**src/rtl/fdt_tx_scheduler.sv**
```systemverilog
// fdt_tx_scheduler
//   Frame delay timer and send scheduler for the ISO/IEC 14443-3A PICC
//   transmit path. Times the gap from the end of the last PCD pause and
//   fires fdt_trigger on the bit grid (n*128+84 or n*128+20 carrier cycles).
//   It retries on later grid slots while no reply is pending, gives up after
//   MAX_N, and follows the PICC transmission until it ends.
//
// Ports
//   clk                  13.56 MHz carrier clock
//   rst_n                asynchronous active-low reset
//   pause_n_synchronised PCD pause detector (0 during a pause), clk domain
//   rx_eof               1-cycle pulse: PCD frame complete
//   rx_last_bit          last received bit, valid with rx_eof
//   rx_error             1-cycle pulse: receive framing error
//   tx_pending           reply data valid at the frame encoder
//   tx_active            frame encoder data_valid (PICC transmitting)
//   fdt_trigger          1-cycle pulse: start the reply now
//   fdt_expired          1-cycle pulse: reply window closed, nothing sent
//   armed                high while waiting for a grid slot
module fdt_tx_scheduler #(
    parameter int MIN_N          = 9,
    parameter int MAX_N          = 31,
    parameter int TRIGGER_OFFSET = 0,
    parameter int CNT_W          = $clog2((MAX_N + 1) * 128 + 84 + 1)
) (
    input  logic clk,
    input  logic rst_n,
    input  logic pause_n_synchronised,
    input  logic rx_eof,
    input  logic rx_last_bit,
    input  logic rx_error,
    input  logic tx_pending,
    input  logic tx_active,
    output logic fdt_trigger,
    output logic fdt_expired,
    output logic armed
);

    // n runs up to MAX_N+1, the slot that signals expiry.
    localparam int N_W = $clog2(MAX_N + 2);

    typedef enum logic [1:0] {IDLE, MEASURE, ARMED, TX} state_t;

    state_t           state;
    logic [CNT_W-1:0] count;
    logic [CNT_W-1:0] target;
    logic [N_W-1:0]   n;
    logic             base_hi;     // 1: grid offset 84, 0: grid offset 20
    logic             pause_prev;
    logic             tx_seen;
    logic [1:0]       tx_wait;     // cycles in TX without tx_active
    logic             pause_edge;
    logic             hit;
    logic             in_window;
    logic             slot_ok;

    assign pause_edge = !pause_prev && pause_n_synchronised;
    assign target     = (CNT_W'(n) << 7)
                      + (base_hi ? CNT_W'(84) : CNT_W'(20))
                      - CNT_W'(TRIGGER_OFFSET);
    assign hit        = (count == target);
    assign in_window  = (int'(n) <= MAX_N);

    // A new pause or a framing error in the slot cycle cancels the slot.
    assign slot_ok    = (state == ARMED) && hit && !pause_edge && !rx_error;

    // Decoded from registered state so the pulse lands on the exact grid
    // cycle and a same-cycle pause edge can still suppress it.
    assign fdt_trigger = slot_ok && in_window;
    assign fdt_expired = slot_ok && !in_window;

    always_ff @(posedge clk or negedge rst_n) begin
        if (!rst_n) begin
            state      <= IDLE;
            count      <= '0;
            n          <= N_W'(MIN_N);
            base_hi    <= 1'b0;
            pause_prev <= 1'b1;
            tx_seen    <= 1'b0;
            tx_wait    <= '0;
            armed      <= 1'b0;
        end else begin
            pause_prev <= pause_n_synchronised;

            // Free-running, saturating; a clear below overrides this.
            if ((state == MEASURE || state == ARMED) && count != '1)
                count <= count + 1'b1;

            case (state)
                IDLE: begin
                    if (pause_edge) begin
                        count <= '0;
                        state <= MEASURE;
                    end
                end
                MEASURE: begin
                    // Each pause end restarts timing: the last one counts.
                    if (pause_edge) begin
                        count <= '0;
                    end else if (rx_error) begin
                        state <= IDLE;
                    end else if (rx_eof) begin
                        base_hi <= rx_last_bit;
                        n       <= N_W'(MIN_N);
                        state   <= ARMED;
                        armed   <= 1'b1;
                    end
                end
                ARMED: begin
                    if (pause_edge) begin
                        count <= '0;
                        state <= MEASURE;
                        armed <= 1'b0;
                    end else if (rx_error) begin
                        state <= IDLE;
                        armed <= 1'b0;
                    end else if (hit) begin
                        if (!in_window) begin
                            state <= IDLE;
                            armed <= 1'b0;
                        end else if (tx_pending) begin
                            state   <= TX;
                            armed   <= 1'b0;
                            tx_seen <= 1'b0;
                            tx_wait <= '0;
                        end else begin
                            n <= n + 1'b1;
                        end
                    end
                end
                TX: begin
                    if (tx_active)
                        tx_seen <= 1'b1;
                    if (tx_seen && !tx_active) begin
                        state <= IDLE;
                    end else if (!tx_seen && !tx_active) begin
                        // Encoder never started: don't hang waiting for it.
                        if (tx_wait == 2'd3)
                            state <= IDLE;
                        else
                            tx_wait <= tx_wait + 1'b1;
                    end
                end
                default: begin
                    state <= IDLE;
                    armed <= 1'b0;
                end
            endcase
        end
    end

endmodule

```
**config.mk**
```make
export PLATFORM = sky130hd
export DESIGN_NAME = fdt_tx_scheduler
export DESIGN_NICKNAME = d
export VERILOG_FILES = /design/src/rtl/fdt_tx_scheduler.sv
export SDC_FILE = /design/constraint.sdc
export NUM_CORES = 1
export LEC_CHECK = 0
export ABC_AREA = 1
export BUFFER_PORTS_ARGS = -buffer_cell sky130_fd_sc_hd__buf_2
export CAP_MARGIN = 20
export CORE_MARGIN = 5
export CORE_UTILIZATION = 60
export CTS_CLUSTER_DIAMETER = 150
export DETAILED_ROUTE_END_ITERATION = 7
export HOLD_SLACK_MARGIN = 0.1
export PLACE_DENSITY = 0.79
export SYNTH_ARGS = -nofsm -noshare
export SYNTH_HDL_FRONTEND = slang
export SYNTH_SLANG_ARGS = --single-unit
```
**constraint.sdc**
```tcl
create_clock -name clk -period 2.05 [get_ports clk]
set_clock_uncertainty 0.1 [all_clocks]
set_input_delay 0.41 -clock clk [delete_from_list [all_inputs] [get_ports clk]]
set_output_delay 0.41 -clock clk [all_outputs]
set_load 0.03 [all_outputs]
```
==> results of run 1 <==
path summary, 6_finish.rpt:
kind	endpoint	start	slack, ns
max	fdt_trigger	n[3]	-0.27
min	base_hi	rx_last_bit	0.25
max reg2reg	tx_seen	count[1]	0.09
min reg2reg	tx_wait[1]	tx_wait[1]	0.41
max in group asynchronous	count[6]	rst_n	0.92
min in group asynchronous	n[1]	rst_n	0.50
registers in the layout, indices dropped and copies added, names as in the netlist:
| signal | cells |
|---|---|
| state | 2 |
| armed | 1 |
| count | 13 |
| tx_wait | 2 |
| pause_prev | 1 |
| tx_seen | 1 |
| base_hi | 1 |
| n | 6 |
cells by family (layout without fill, tap and decap cells):
group                    Yosys count  after routing  share of synthesized area
adder cells (fa/ha/maj)            8              8                     0.0509
flip-flops                        27             27                      0.346
buffers and inverters             40             73                     0.0917
XOR/XNOR                           9              9                     0.0439
AO/OA/AOI/OAI                     35             35                      0.106
AND/OR/NAND/NOR                  154            155                      0.362
final cells by class:
cell class              count  area, sq um
multi-input cells         207         1250
fillers                   252          693
flip-flops and latches     27          681
repair buffers             35          263
inverters                  34          130
well taps                  44         55.1
clock buffers               4         26.3
where the power goes:
part	total [mW]	leakage, nW	internal, mW	switching (mW)
combinational	1.63	0.674	0.623	1.00
sequential	0.797	0.353	0.675	0.122
clock	0.237	0.0150	0.0765	0.161
metrics by stage:
step	cells	util	worst slack, ns	cell area (sq um)	hold WS [ns]
finish	351	0.777	-0.269	2410	0.250
global route	351	0.777	-0.329	2410	0.269
CTS	349	0.735	-0.233	2280	0.236
detailed placement	334	0.682	-0.0453	2120	0.352
global placement	334	0.682	0.0427	2120	0.354
floorplan	273	-	-0.203	1970	0.0144
tightest hold or removal path: stages:
cell and delay, ns:
buf_2 0.10, nor2_1 0.09, a21oi_1 0.05
cell usage in the layout (no fill, tap or decap), types with 6 or more instances in the layout:
cell,count
xor2_1,7
nand2_1,72
a21oi_1,18
inv_2,9
ha_1,6
o21ai_2,6
nor2_1,20
buf_4,21
nand4_1,6
buf_2,8
nand3_1,16
nor3_1,6
nand2_2,6
dfrtp_1,23
inv_1,23
layer usage:
layer,part of all wire,track usage
met5,0,0
met1,0.42,0.304
met2,0.49,0.377
met3,0.060,0.0216
met4,0.026,0.0709
what timing repair did:
action / 4_1_cts / 5_1_grt
hold buffers: 2 / 0
gates resized for setup: 13 / 28
hold endpoints to repair: 25 / 0
pin swaps: 5 / 10
setup endpoints to repair: 2 / 17
setup buffers: 9 / 6
cloned: 0 / 1
==> flow_summary.json, run 1 <==
{
  "status": "finished, violations left",
  "violations": "negative setup slack",
  "die-area_sq_um": 4520,
  "power_leakage_nw": 1.04,
  "antenna_cells": 0,
  "path_cells": "inv_4 -> a21oi_2 -> nand3_1 -> nor2_1 -> o2111ai_2 -> nor3_2 -> buf_4",
  "antenna_found_initial": 0,
  "cts_inserted_buffers": 3,
  "holdPathStages": 3,
  "synth_seq_cells": 27,
  "crit_arrival_ns": 1.81,
  "path_class": "reg -> out",
  "start_kind": "flip-flop",
  "cap_violations": 0,
  "cts_tree": "yes",
  "ctsRootBufferMaster": "clkbuf_4",
  "firstDrtPassIters": 6,
  "cts.sinks": 27,
  "synth_top_cell_area_share": 0.306,
  "rows": 20,
  "total_power_mw": 2.66,
  "ioPinCount": 11,
  "critPathSlowestCell": "dfstp_2",
  "hold_class": "in -> reg",
  "critPathTopFamily": "flip-flops",
  "die_x_microns": 67.2,
  "final.period_utilization": 1.13,
  "crit_buf_inv": 2,
  "dr.first_iter.drc_count": 186,
  "synthTopCellsByCount": "nand2_1, inv_1, dfrtp_1",
  "synth_most_common_cell": "nand2_1",
  "area_delta_synth_final_pct": 22.6,
  "endpoint_kind": "output port",
  "tightest_slew_ns": 0.803,
  "synth.area.top_cells": "dfrtp_1, nand2_1, ha_1, nand3_1, inv_1",
  "synth_warnings": 0,
  "finalSetupTns_ns": -0.508,
  "worstSkewPairLatency_ns": 0.33,
  "synth_cells": 273,
  "core_sq_um": 3100,
  "slowest_delay_ns": 0.58,
  "vias": 1979,
  "wire_per_inst_microns": 14.4,
  "via_per_inst": 5.64,
  "die_h_microns": 67.2,
  "rsz0062_at_grt": "yes",
  "routed_wl_mm": 5.04,
  "dp_hpwl_mm": 3.31,
  "overflow": 0,
  "cp_num_cells": 7,
  "synthArstFlopShare": 1.00,
  "cts_max_level": 1,
  "place.gp.congestion": 0.891,
  "nets": 324,
  "first_global_vias": 1774,
  "rr_worst_depth": 14,
  "drive_above_1_share": 0.303,
  "cp.required_ns": 1.54,
  "setup_viol": 2,
  "drc_errors": 0,
  "synthFlopType": "dfrtp_1",
  "cts_buffer_depth": 2,
  "drv_slew": 0,
  "clk_pin_slew_ns": 0.14,
  "grt_pass1_wl_mm": 7.89,
  "port-buffer-count": 10,
  "finalWorstSetupSlack_ns": -0.269,
  "yosys.area.top_type": "dfrtp_1",
  "grt_start_max_net_pins": 28,
  "synth_edf_count": 0,
  "synth_area_per_cell_sq_um": 7.20,
  "synth_cell_types": 33,
  "syn_area_sq_um": 1970,
  "fin_crit_ns": 2.32,
  "pwr_density_cell_nw_per_um2": 1100,
  "path_max_fanout": 4,
  "hold_viol_final": 0,
  "ant_nets": 0,
  "synth_nets": 289,
  "relSlewSlack": 0.459,
  "grtUsageTotal": 0.224,
  "start_util": 0.633,
  "yosysSeqAreaShare": 0.346,
  "peakVddDrop_mv": 0.723,
  "fmax_ghz": 0.431
}
Power figures use the tool's default switching activity.
==> inputs of run 2 (changes only) <==
--- a/config.mk
+++ b/config.mk
@@ -6,7 +6,7 @@
 export NUM_CORES = 1
 export LEC_CHECK = 0
 export ABC_AREA = 1
-export BUFFER_PORTS_ARGS = -buffer_cell sky130_fd_sc_hd__buf_2
+export BUFFER_PORTS_ARGS = -buffer_cell sky130_fd_sc_hd__clkbuf_2
 export CAP_MARGIN = 20
 export CORE_MARGIN = 5
 export CORE_UTILIZATION = 60
==> flow_summary.json, run 2 (synthesis results as in run 1) <==
{
  "cts.sinks": 27,
  "cts_max_level": 1,
  "status": "finished, violations left",
  "relSlewSlack": 0.553,
  "total_power_mw": 2.63,
  "vias": 1965,
  "dp.cells": 333,
  "cts_buffer_depth": 2,
  "cp_num_cells": 8,
  "drive_above_1_share": 0.310,
  "cap_violations": 0,
  "rr_worst_depth": 17,
  "power_leakage_nw": 1.08,
  "most-common-layout-cells": "nand2_1, buf_4, inv_1, dfrtp_1, nor2_1",
  "grt_pass1_wl_mm": 7.91,
  "core_sq_um": 3100,
  "place.gp.congestion": 0.879,
  "peakVddDrop_mv": 0.615,
  "area_delta_synth_final_pct": 24.1,
  "setup_viol": 14,
  "clk_pin_slew_ns": 0.14,
  "critPathTopFamily": "simple AND/OR/NAND/NOR gates",
  "via_per_inst": 5.55,
  "antenna_cells": 0,
  "ant_nets": 0,
  "start_kind": "flip-flop",
  "hold_ws_ns": 0.227,
  "tightest_slew_ns": 0.671,
  "die_h_microns": 67.2,
  "critPathSlowestCell": "dfrtp_1",
  "hold_viol_final": 0,
  "overflow": 0,
  "dp_hpwl_mm": 3.20,
  "endpoint_kind": "output port",
  "pwr_density_cell_nw_per_um2": 1080,
  "hold_class": "in -> reg",
  "finalWorstSetupSlack_ns": -0.246,
  "crit_buf_inv": 2,
  "drc_errors": 0,
  "wire_per_inst_microns": 14.0,
  "grt_start_max_net_pins": 28,
  "path_cells": "inv_2 -> ha_4 -> nand2_4 -> nor2_4 -> and3_4 -> nand3_4 -> nor3_4 -> clkbuf_8",
  "drv_slew": 0,
  "cp.required_ns": 1.54,
  "start_util": 0.633,
  "final_util": 0.786,
  "r2r_end": "tx_wait[0]",
  "cts_inserted_buffers": 3,
  "path_class": "reg -> out",
  "hold_start": "rx_last_bit",
  "port-buffer-count": 10,
  "violations": "negative setup slack",
  "slowest_delay_ns": 0.41,
  "dpl_worst_slack_ns": -0.00382,
  "crit_arrival_ns": 1.79,
  "path_max_fanout": 2,
  "fin_crit_ns": 2.30,
  "final.period_utilization": 1.12,
  "worstSkewPairLatency_ns": 0.33,
  "routed_wl_mm": 4.97,
  "cts_tree": "yes",
  "ioPinCount": 11,
  "rows": 20,
  "antenna_found_initial": 0,
  "die_x_microns": 67.2,
  "reg.largest.list": "count (13), n (6)",
  "fin_cells": 354,
  "first_global_vias": 1738,
  "rsz0062_at_grt": "yes",
  "min_to": "base_hi",
  "largest_register": "count",
  "nets": 327,
  "r2r_start": "count[0]",
  "firstDrtPassIters": 4,
  "fmax_ghz": 0.436,
  "ff2ff_setup_slack_ns": -0.22,
  "grtUsageTotal": 0.228,
  "dr.first_iter.drc_count": 176,
  "largest_reg_flops": 13,
  "ctsRootBufferMaster": "clkbuf_4",
  "final_common_cell": "nand2_1",
  "holdPathStages": 3,
  "die-area_sq_um": 4520
}
[run 2: cell count changes in the layout (fill, tap and decap cells not counted), moves of 2 or more]
cell	before	now
nand2_4	2	4
clkbuf_8	0	2
nand3_2	4	6
buf_2	8	0
clkbuf_2	0	8
nand2_2	6	4
buf_6	4	1
buf_4	21	25
nand3_4	3	1
[run 2: layer usage]
layer / track usage / up-vias / part of all wire / wire length, microns
met4: 0.0633 / 0 / 0.022 / 108
met1: 0.310 / 923 / 0.44 / 2200
met3: 0.0283 / 11 / 0.053 / 263
met5: 0 / - / 0 / 0
met2: 0.382 / 69 / 0.48 / 2400
li1: - / 962 / - / -
[run 2: worst reg2reg max path: stages, from the launching register on]
cell     delay [ns]
dfrtp_1        0.41
inv_2          0.09
ha_4           0.16
nand2_4        0.05
nor2_4         0.10
buf_4          0.11
buf_4          0.09
buf_4          0.09
buf_4          0.09
buf_4          0.09
buf_4          0.10
nand3_2        0.09
nor2_4         0.11
nand3_2        0.10
nand2_4        0.18
nand3_2        0.10
nand2_1        0.10
nand2_1        0.04
[run 2: worst max-delay path by stage]
stage	startpoint	end	slack (ns)
2_1_floorplan	count[0]	fdt_expired	-0.20
3_3_place_gp	count[0]	fdt_trigger	0.02
3_5_place_dp	count[0]	fdt_trigger	-0.004
4_1_cts	n[3]	fdt_trigger	-0.24
5_1_grt	count[1]	fdt_trigger	-0.37
6_report	count[0]	fdt_expired	-0.25
[run 2: timing repair]
item / in CTS / in global routing
hold endpoints to repair: 25 / 0
hold buffers: 2 / 0
buffers inserted: 11 / 3
endpoints found under the setup margin: 2 / 15
gates resized for setup: 22 / 19
gates cloned: 0 / 1
pin swaps: 6 / 10
[run 2: area by class of cell]
type,instances,area [sq um]
clock buffers,4,26.3
repair buffers,38,287
well taps,44,55.1
multi-input cells,207,1260
inverters,34,130
fillers,235,663
flip-flops and latches,27,681
[run 2: power by group]
group,switching (mW),internal (mW)
combinational,0.989,0.613
sequential,0.119,0.676
clock,0.159,0.0763
total,1.27,1.36
[run 2: stage by stage]
| stage | area (sq um) | TNS [ns] |
|---|---|---|
| floorplan | 1970 | -0.407 |
| global placement | 2110 | 0 |
| detailed placement | 2110 | -0.00382 |
| CTS | 2320 | -1.70 |
| global route | 2440 | -4.40 |
| finish | 2440 | -2.54 |
==> inputs of run 3 (changes only) <==
--- a/config.mk
+++ b/config.mk
@@ -14,6 +14,7 @@
 export DETAILED_ROUTE_END_ITERATION = 7
 export HOLD_SLACK_MARGIN = 0.1
 export PLACE_DENSITY = 0.79
+export SKIP_LAST_GASP = 1
 export SYNTH_ARGS = -nofsm -noshare
 export SYNTH_HDL_FRONTEND = slang
 export SYNTH_SLANG_ARGS = --single-unit
==> flow_summary.json, run 3 (synthesis results as in run 1) <==
{
  "holdPathStages": 3,
  "cts_buffer_depth": 2,
  "antenna_cells": 0,
  "die-area_sq_um": 4520,
  "overflow": 0,
  "die_x_microns": 67.2,
  "hold_start": "rx_last_bit",
  "path_max_fanout": 2,
  "critPathSlowestCell": "dfrtp_1",
  "grt_pass1_wl_mm": 7.82,
  "ioPinCount": 11,
  "slowest_delay_ns": 0.42,
  "rsz0062_at_grt": "yes",
  "place.gp.congestion": 0.879,
  "largest_register": "count",
  "fill_cells": 230,
  "design_area_sq_um": 2440,
  "ctsRootBufferMaster": "clkbuf_4",
  "endpoint_kind": "output port",
  "via_per_inst": 5.48,
  "relSlewSlack": 0.541,
  "cts_inserted_buffers": 3,
  "grtUsageTotal": 0.226,
  "rr_worst_depth": 17,
  "start_util": 0.633,
  "fin_crit_ns": 2.30,
  "worstSkewPairLatency_ns": 0.33,
  "clk_pin_slew_ns": 0.14,
  "reg.largest.list": "count (13), n (6)",
  "start_kind": "flip-flop",
  "routed_wl_mm": 4.73,
  "cap_violations": 0,
  "ant_nets": 0,
  "min_to": "base_hi",
  "final_common_cell": "nand2_1",
  "ff2ff_setup_slack_ns": -0.19,
  "rows": 20,
  "vias": 1933,
  "finalWorstSetupSlack_ns": -0.252,
  "cts_max_level": 1,
  "drv_slew": 0,
  "placed_cell_area_sq_um": 2110,
  "final_util": 0.786,
  "crit_arrival_ns": 1.79,
  "status": "finished, violations left",
  "dp_hpwl_mm": 3.20,
  "hold_viol_final": 0,
  "final.period_utilization": 1.12,
  "violations": "negative setup slack",
  "power_leakage_nw": 1.07,
  "peakVddDrop_mv": 0.652,
  "drive_above_1_share": 0.317,
  "core_sq_um": 3100,
  "first_global_vias": 1723,
  "grt_start_max_net_pins": 28,
  "port-buffer-count": 10,
  "setup_viol": 14,
  "dr.first_iter.drc_count": 177,
  "fmax_ghz": 0.434,
  "hold_class": "in -> reg",
  "tightest_slew_ns": 0.689,
  "cp.required_ns": 1.54,
  "cts.sinks": 27,
  "r2r_end": "n[4]",
  "firstDrtPassIters": 4,
  "r2r_start": "count[0]",
  "path_class": "reg -> out",
  "drc_errors": 0,
  "pwr_density_cell_nw_per_um2": 1070,
  "area_delta_synth_final_pct": 24.1,
  "wire_per_inst_microns": 13.4,
  "most-common-layout-cells": "nand2_1, buf_4, inv_1, dfrtp_1, nor2_1",
  "largest_reg_flops": 13,
  "nets": 326,
  "path_cells": "inv_2 -> ha_4 -> nand2_4 -> nor2_4 -> and3_4 -> nand3_4 -> nor3_2 -> clkbuf_8",
  "cts_tree": "yes",
  "die_h_microns": 67.2,
  "antenna_found_initial": 0
}
run 3: changes by cell type in the layout (fill, tap and decap cells not counted), sizes merged:
cell,before,now
buf,26,25
run 3: per-layer routing:
layer  routed length [microns]  GRT usage  vias to the layer above
li1                          -          -                      960
met1                      2170      0.309                      891
met2                      2170      0.374                       72
met3                       298     0.0283                       10
met4                        88     0.0633                        0
met5                         0          0                        -
run 3: stage by stage:
stage | cells | setup WS [ns] | TNS, ns | power (mW) | hold slack [ns]
final | 353 | -0.252 | -2.10 | 2.61 | 0.226
after global routing | 353 | -0.377 | -3.90 | 2.84 | 0.247
after CTS | 350 | -0.242 | -1.97 | 2.39 | 0.220
after detailed placement | 333 | -0.00382 | -0.00382 | 2.03 | 0.361
after global placement | 333 | 0.0199 | 0 | 2.01 | 0.358
after floorplan | 273 | -0.203 | -0.407 | 1.76 | 0.0144
run 3: cell type report:
cell class	count	area, sq um	area share
Sequential cell	27	681	0.279
Timing Repair Buffer	37	275	0.113
Multi-Input combinational cell	207	1270	0.521
Tap cell	44	55.1	0.0226
Clock buffer	4	26.3	0.0108
Inverter	34	130	0.0534
run 3: worst max-delay path: cells and delay by family (launching register included):
family                   cells  cell delay (ns)
AND/OR/NAND/NOR              5             0.62
flip-flops                   1             0.42
buffers and inverters        2             0.27
adder cells (fa/ha/maj)      1             0.16
run 3: how the worst max path moves through the flow:
stage                        start          end  slack (ns)
final                     count[0]  fdt_trigger       -0.25
after global routing      count[1]  fdt_trigger       -0.38
after floorplan           count[0]  fdt_expired       -0.20
after detailed placement  count[0]  fdt_trigger      -0.004
after CTS                     n[3]  fdt_trigger       -0.24
after global placement    count[0]  fdt_trigger        0.02
run 3: report_power, final:
part           total [mW]  switching (mW)  leakage (nW)  internal (mW)
Sequential          0.795           0.120         0.353          0.676
Combinational        1.58           0.975         0.705          0.607
Clock               0.235           0.158        0.0150         0.0763
run 3: repair_timing:
action / in CTS / in global routing
hold endpoints to repair: 25 / 0
cloned: 0 / 1
resized for setup: 18 / 25
pin swaps: 6 / 9
setup endpoints to repair: 2 / 25
hold buffers: 2 / 0
buffers inserted: 11 / 2
